`src/rtl/div_iter_if.sv`:
```
// Handshake bundle between the execute-stage ALU and the iterative divider:
// an operand request channel, a result channel and a flush-driven cancel.
interface div_iter_if;
  logic        in_valid;
  logic        in_ready;
  logic        in_signed;
  logic [31:0] in_dividend;
  logic [31:0] in_divisor;
  logic        cancel;
  logic        out_valid;
  logic        out_ready;
  logic [63:0] out_data;

  // ALU side: issues operands, consumes results, flushes.
  modport master (
    output in_valid, in_signed, in_dividend, in_divisor, cancel, out_ready,
    input  in_ready, out_valid, out_data
  );

  // Divider side.
  modport slave (
    input  in_valid, in_signed, in_dividend, in_divisor, cancel, out_ready,
    output in_ready, out_valid, out_data
  );
endinterface

```
`src/rtl/div_iter.sv`:
```
// Iterative 32-bit restoring radix-2 divider for DIV/DIVU/MOD/MODU.
// Operands are converted to magnitudes on accept, 32 shift/trial-subtract
// steps produce |quotient| and |remainder|, and the signs are fixed up on the
// final step so the packed {quotient, remainder} word is registered directly.
module div_iter (
  input  logic      clk,
  input  logic      resetn,
  div_iter_if.slave bus
);

  typedef enum logic [1:0] {IDLE, CALC, DONE} state_t;

  state_t      state;
  logic [5:0]  cnt;
  logic [31:0] rem;       // partial remainder, always < divisor
  logic [31:0] quo;       // dividend bits shift out the top, quotient bits in
  logic [31:0] divisor;
  logic        q_sign;    // operand signs differ in signed mode
  logic        r_neg;     // signed mode with a negative dividend
  logic        dz;        // divisor was zero
  logic        out_valid;
  logic [63:0] out_data;

  // Magnitudes of the incoming operands (raw in unsigned mode). In signed
  // mode -0x80000000 wraps back to 0x80000000, which is its exact magnitude
  // when read as unsigned.
  logic [31:0] a_mag;
  logic [31:0] b_mag;

  // One restoring step: the shifted remainder needs 33 bits, and the trial
  // subtraction carries one more bit so its borrow tells whether it fits.
  logic [32:0] shifted;
  logic [32:0] diff;
  logic        borrow;
  logic [31:0] rem_next;
  logic [31:0] quo_next;
  logic [31:0] q_final;
  logic [31:0] r_final;

  // Operand conditioning and the datapath of a single division step.
  always_comb begin
    // NOTE: combinational blocks use blocking '=' and assign every output
    // up front, so each value is defined on every path and no latch appears.
    a_mag = (bus.in_signed && bus.in_dividend[31]) ? -bus.in_dividend : bus.in_dividend;
    b_mag = (bus.in_signed && bus.in_divisor[31])  ? -bus.in_divisor  : bus.in_divisor;

    shifted          = {rem, quo[31]};
    {borrow, diff}   = {1'b0, shifted} - {2'b00, divisor};
    rem_next         = borrow ? shifted[31:0] : diff[31:0];
    quo_next         = {quo[30:0], ~borrow};

    // A zero divisor leaves quotient all-ones and remainder = |dividend|;
    // only the remainder is re-signed, which restores the original dividend.
    q_final = (q_sign && !dz) ? -quo_next : quo_next;
    r_final = r_neg ? -rem_next : rem_next;
  end

  // Control FSM plus all datapath and output registers.
  always_ff @(posedge clk or negedge resetn) begin
    // NOTE: state is updated with non-blocking '<=' so every register samples
    // the pre-edge values regardless of statement order.
    if (!resetn) begin
      state     <= IDLE;
      cnt       <= '0;
      rem       <= '0;
      quo       <= '0;
      divisor   <= '0;
      q_sign    <= 1'b0;
      r_neg     <= 1'b0;
      dz        <= 1'b0;
      out_valid <= 1'b0;
      out_data  <= '0;
    end else if (bus.cancel) begin
      // A flush wins over accept and over the result handshake; out_data
      // keeps its stale value since it is only meaningful with out_valid.
      state     <= IDLE;
      out_valid <= 1'b0;
    end else begin
      case (state)
        IDLE: begin
          if (bus.in_valid) begin
            quo     <= a_mag;
            divisor <= b_mag;
            rem     <= '0;
            cnt     <= '0;
            q_sign  <= bus.in_signed && (bus.in_dividend[31] ^ bus.in_divisor[31]);
            r_neg   <= bus.in_signed && bus.in_dividend[31];
            dz      <= (bus.in_divisor == 32'h0);
            state   <= CALC;
          end
        end
        CALC: begin
          rem <= rem_next;
          quo <= quo_next;
          cnt <= cnt + 6'd1;
          if (cnt == 6'd31) begin
            out_data  <= {q_final, r_final};
            out_valid <= 1'b1;
            state     <= DONE;
          end
        end
        DONE: begin
          if (bus.out_ready) begin
            out_valid <= 1'b0;
            state     <= IDLE;
          end
        end
        default: state <= IDLE;
      endcase
    end
  end

  assign bus.in_ready  = (state == IDLE);
  assign bus.out_valid = out_valid;
  assign bus.out_data  = out_data;

endmodule

```
`src/flat_wrapper.sv`:
```
// flat-port wrapper written by rule: the top's interface ports become plain ports
module div_iter_flat 
  (clk, resetn, bus_in_valid, bus_in_signed, bus_in_dividend, bus_in_divisor, bus_cancel, bus_out_ready, bus_in_ready, bus_out_valid, bus_out_data);
  div_iter_if bus_i ();
  input  logic clk;
  input  logic resetn;
  input wire logic [$bits(bus_i.in_valid)-1:0] bus_in_valid;
  input wire logic [$bits(bus_i.in_signed)-1:0] bus_in_signed;
  input wire logic [$bits(bus_i.in_dividend)-1:0] bus_in_dividend;
  input wire logic [$bits(bus_i.in_divisor)-1:0] bus_in_divisor;
  input wire logic [$bits(bus_i.cancel)-1:0] bus_cancel;
  input wire logic [$bits(bus_i.out_ready)-1:0] bus_out_ready;
  output wire logic [$bits(bus_i.in_ready)-1:0] bus_in_ready;
  output wire logic [$bits(bus_i.out_valid)-1:0] bus_out_valid;
  output wire logic [$bits(bus_i.out_data)-1:0] bus_out_data;
  assign bus_i.in_valid = bus_in_valid;
  assign bus_i.in_signed = bus_in_signed;
  assign bus_i.in_dividend = bus_in_dividend;
  assign bus_i.in_divisor = bus_in_divisor;
  assign bus_i.cancel = bus_cancel;
  assign bus_i.out_ready = bus_out_ready;
  assign bus_in_ready = bus_i.in_ready;
  assign bus_out_valid = bus_i.out_valid;
  assign bus_out_data = bus_i.out_data;
  div_iter u_core (.clk(clk), .resetn(resetn), .bus(bus_i));
endmodule
```
`config.mk`:
```
export PLATFORM = sky130hd
export DESIGN_NAME = div_iter_flat
export DESIGN_NICKNAME = d
export VERILOG_FILES = /design/src/rtl/div_iter_if.sv /design/src/rtl/div_iter.sv /design/src/flat_wrapper.sv
export SDC_FILE = /design/constraint.sdc
export NUM_CORES = 1
export LEC_CHECK = 0
export CORE_ASPECT_RATIO = 1.4
export CORE_UTILIZATION = 40
export CTS_BUF_LIST = sky130_fd_sc_hd__clkbuf_8
export DETAILED_ROUTE_END_ITERATION = 16
export GPL_TIMING_DRIVEN = 0
export PLACE_DENSITY = 0.64
export SLEW_MARGIN = 40
export SYNTH_ARGS = -nofsm -noshare
export SYNTH_HDL_FRONTEND = slang
export SYNTH_SLANG_ARGS = --single-unit
```
`constraint.sdc`:
```
create_clock -name clk -period 4.4 [get_ports clk]
set_clock_uncertainty 0.15 [all_clocks]
set_input_delay 0.44 -clock clk [delete_from_list [all_inputs] [get_ports clk]]
set_output_delay 0.44 -clock clk [all_outputs]
set_load 0.01 [all_outputs]
```
Word-level counts from Yosys, hierarchy flattened
Cells that the tools add are included.

operators by class
  add/sub/neg operators = 6
  equality and inequality tests = 7
  multiplexer cells = 20
  bitwise logic cells = 3
  reduce and logical (&&, ||, !) cells = 14

operators with widths
  kind                   count
  $mux W32               7
  $neg A32 Y32           4
  $pmux W32 S2           2
  $sub A33 B32 Y34       1
  $logic_not A32 Y1      1
  $reduce_and A3 Y1      5
  $pmux W6 S2            1
  $mux W2                4
  $add A6 B1 Y6 const B  1
  $eq A6 B5 Y1 const B   1
  $mux W6                1
  $ne A3 B3 Y1 const B   2
  $pmux W2 S3            1
  $logic_and A1 B1 Y1    4
  $mux W1                3
  $ne A3 B2 Y1 const B   1
  $reduce_bool A3 Y1     1
  $eq A2 B1 Y1 const B   1
  $eq A2 B2 Y1 const B   1
  $logic_not A2 Y1       1
  $ne A2 B2 Y1 const B   1
  $not A1 Y1             2
  $pmux W1 S2            1
  $reduce_bool A2 Y1     1
  2 further kinds        2

word-level totals
  flip-flop bits (word level) = 172
  input port bits = 70
  output and inout bits = 66
  logic and storage cells = 60

Longest topological paths before layout
  depth in word-level cells = 4
  mapped depth = 23
  gate-level depth less buffers = 18

Least setup slack after synthesis
Ideal clock, no wire load.

  path type = register -> register
  start point = reg u_core.rem[0]
  end point = reg u_core.out_data[26], in the netlist u_core.bus.out_data[26]
  library setup time = 134 ps
  data arrival time = 4223 ps
  data required time = 4116 ps
  path slack = -107 ps
  cell stages (with the launch flop) = 21
  buffers on the path = 4
  period minus slack after synthesis = 4507 ps
  cell sequence = dfrtp_1 -> ha_1 -> nor2b_1 -> o2111ai_2 -> a21oi_2 -> o311a_1 -> or2_4 -> buf_6 -> buf_4 -> clkbuf_1 -> buf_2 -> o21ai_0 -> ha_1 -> o2111ai_1 -> nor3_1 -> nand4_1 -> a221oi_2 -> nand3_1 -> o21ai_1 -> xnor2_1 -> o21ai_0

on the way
  word-level cells in the longest chain between the ends = 4

ends and longest elaborated chain
  what                      line            source
  start: declaration        div_iter.sv:15  logic [31:0] rem;
  start signal: assignment  div_iter.sv:93  rem <= rem_next;
  $sub A33 B32 Y34          div_iter.sv:48  {borrow, diff} = {1'b0, shifted} - {2'b00, divisor};
  $mux W32 *                div_iter.sv:49  rem_next = borrow ? shifted[31:0] : diff[31:0];
  $neg A32 Y32              div_iter.sv:55  r_final = r_neg ? -rem_next : rem_next;
  $mux W32 *                div_iter.sv:55
  end signal: assignment    div_iter.sv:97  out_data <= {q_final, r_final};
  end: declaration          div_iter.sv:22  logic [63:0] out_data;

Every way passes the cells marked *; elsewhere a longest branch is shown, timed or not.
A chain may end at the register's enable or synchronous reset.

Worst setup path after layout
  start point = reg u_core.divisor[1]
  end point = reg u_core.out_data[30], in the netlist u_core.bus.out_data[30]

on the way
  word-level cells in the longest chain between the ends = 4

ends and longest elaborated chain
  what                      line            source
  start: declaration        div_iter.sv:17  logic [31:0] divisor;
  start signal: assignment  div_iter.sv:83  divisor <= b_mag;
  $sub A33 B32 Y34 *        div_iter.sv:48
  $mux W32 *                div_iter.sv:49
  $neg A32 Y32              div_iter.sv:55
  $mux W32 *                div_iter.sv:55

Marks and branches as above.

==> metrics.csv <==
metric,value,unit
Slew HR,48.1,%
run status,finished clean,
end-of-flow core utilization,51.6,%
Max Clock Freq,228,MHz
PD cells,594,nW/um^2
Final Max Slew Viols,0,
yosys warns,0,
Critical R2R Capture,u_core.bus.out_data[30],
Initial Util,40.7,%
final net count,1762,
period utilization,99.8,%
ys async rst share,100,%
initial antenna violation count,1,
RSZ-0062 raised after global routing,true,
Root Buffer,clkbuf_8,
largest net degree at the start of global routing,60,
Clock Path Buffers,2,
Leak,6.13,nW
syn_nets,1572,
Reg2Reg Launch Point,u_core.divisor[1],
top-count cell post-synth,nand2_1,
Mean Syn Cell Area,8.11,um^2
clock buffer count from CTS,17,
CP Max Fanout,4,
Sink Count,172,
Seq. cell area,4330,um^2
Post-Synthesis Cells,1464,
Area Growth Syn to Fin,26.9,%
RePlAce Congestion,0.963,
DRT iter0 DRCs,719,
Vias,11600,
die height,206,um
r2r worst-path depth,19,
Slew @ Worst Pin,0.774,ns
"wirelength, routed",40.5,mm
Max-Cap Viols,0,
Post-synth EDFFs,0,
share of cells above drive strength 1,12.5,%
post-synthesis register bit count,172,
dpl hpwl,31.4,mm
vias in the first global route,11900,
R2R Setup Slk,0.01,ns
Crit path required time,4.63,ns
Die X,148,um
top-area cell type share of the netlist area,36.3,%
IO buf count,135,
Fin. Hold Viols,0,
clock slew at reported path FFs,0.10,ns
"Distinct cells, synth",85,
clock period minus worst slack,4.39,ns
core box area,29200,um^2
WP data arrival,4.62,ns
Pre-Repair DR Iteration Count,5,
CP Capture Type,register,
register area share after synthesis,36.3,%
GRT Util Overall,27.4,%
first-pass GRT wire length,63.8,mm
CTS H-tree lvls,4,
die area,30400,um^2
Place WS,-1.26,ns
"area leader, netlist",dfrtp_1,
Ant. Diodes,0,
critical path startpoint category,register,
main flop type after synthesis,dfrtp_1,
largest cells by area after synthesis,"dfrtp_1 36%, o21ai_0 8.9%, nand2_1 8.0%, xor2_1 6.0%, xnor2_1 4.1%",
DRT antenna net count,0,
mean number of vias per cell,5.68,
final setup margin,0.0104,ns
CTS tree,done,
crit path from,u_core.divisor[1],
# setup viols final,0,
peak supply drop,0.439,mV
Routed WL per cell,19.8,um
Post-Syn Area,11900,um^2
critical path class,reg2reg,
DRC errors left,0,
I/O pins,136,
Site Rows,74,
area of the multi-input gates,7560,um^2
Skew-Pair Late Insertion Delay,0.51,ns
Tightest Hold Check Type,in2async,
fillers,2793,
total gr overflow,0,
commonest cells in the netlist,"254 x nand2_1, 211 x o21ai_0, 172 x dfrtp_1",
[logic make-up (layout without fill, tap and decap cells)]
kind of cell               count (synthesis)  count (layout)  share of synthesized area, %
xor gates and xnor gates                 137             137                          10.1
DFF                                      172             172                          36.3
buffers and inverters                    129             332                          4.39
muxes                                     28              28                          2.43
and+or+nand+nor                          510             510                          19.8
adders and majority gates                 38              38                          4.07
AOI/OAI and AO/OA                        450             450                          22.9
[worst max path at each step]
stage	endpoint	cells past startpoint
floorplan	u_core.bus.out_data[30]	20
global placement	u_core.quo[10]	1
detailed placement	u_core.bus.out_data[26]	22
CTS	u_core.bus.out_data[26]	21
global route	u_core.bus.out_data[30]	19
finish	u_core.bus.out_data[30]	19
[power by group]
part	internal [W]	leakage, nW	switching, W
logic	0.00230	3.69	0.00323
registers	0.00181	2.22	0.000320
clock network	0.000652	0.219	0.000634
[critical path: stages, from the launching register on]
cell,delay [ns]
dfrtp_1,0.38
inv_2,0.06
ha_1,0.29
nor2b_4,0.14
o2111ai_2,0.28
a21oi_2,0.13
o311a_1,0.33
or2_4,0.30
buf_8,0.14
buf_12,0.13
o21ai_4,0.15
ha_4,0.18
o2111ai_4,0.16
nor3_2,0.23
nand4_1,0.21
a221oi_4,0.43
nand3_4,0.15
o21ai_2,0.19
xnor2_1,0.16
o21ai_1,0.08
[repair_timing]
item                                    4_1_cts  5_1_grt
setup buffers                                25       18
hold buffers                                  1        0
endpoints found under the setup margin       28       20
endpoints found under the hold margin        56        0
resized for setup                            80       59
pin swaps                                    21       40
[routing by layer]
layer | wire [um] | vias to the layer above | track usage [%] | part of all wire, %
li1 | - | 5543 | - | -
met1 | 15200 | 5633 | 29.0 | 37
met2 | 21200 | 308 | 50.7 | 52
met3 | 1300 | 140 | 3.86 | 3.2
met4 | 2850 | 0 | 17.9 | 7.0
met5 | 0 | - | 0 | 0
[cell usage in the layout, fill, tap and decap left out, drive strengths merged, types with 10 or more instances in the layout]
master	count
a21o	11
a21oi	98
a31oi	11
and2	13
buf	56
clkbuf	72
clkdlybuf4s50	134
dfrtp	172
ha	37
inv	59
mux2i	25
nand2	254
nand3	22
nor2	98
nor3	31
nor4	13
o211ai	10
o21ai	228
o31ai	27
o41ai	14
or3	22
or4	11
xnor2	56
xor2	81
[flip-flops by register name (all words and copies together), names as in the netlist]
name	flops
u_core.bus.out_data	64
u_core.bus.out_valid	1
u_core.cnt	6
u_core.divisor	32
u_core.dz	1
u_core.q_sign	1
u_core.quo	32
u_core.r_neg	1
u_core.rem	32
u_core.state	2
[stage by stage]
step           power [W]  cell area [um^2]  setup TNS, ns  hold WS [ns]  cells
2_1_floorplan    0.00526             11900              0      -0.00559   1464
3_3_place_gp     0.00657             13700        -806.23         0.312   1979
3_5_place_dp     0.00664             13800         -17.12         0.247   1981
4_1_cts          0.00859             14700              0         0.296   2034
5_1_grt          0.00950             15100         -0.658         0.309   2047
6_report         0.00894             15100              0         0.274   2047
[layout make-up]
type / instances / area share, %
Buffer: 63 / 1.92
Clock buffer: 19 / 1.74
Multi-Input combinational cell: 1163 / 50.2
Inverter: 56 / 1.45
Timing Repair Buffer: 181 / 11.6
Sequential cell: 172 / 28.7
Clock inverter: 13 / 1.25
Tap cell: 380 / 3.16
Power figures use the tool's default switching activity.
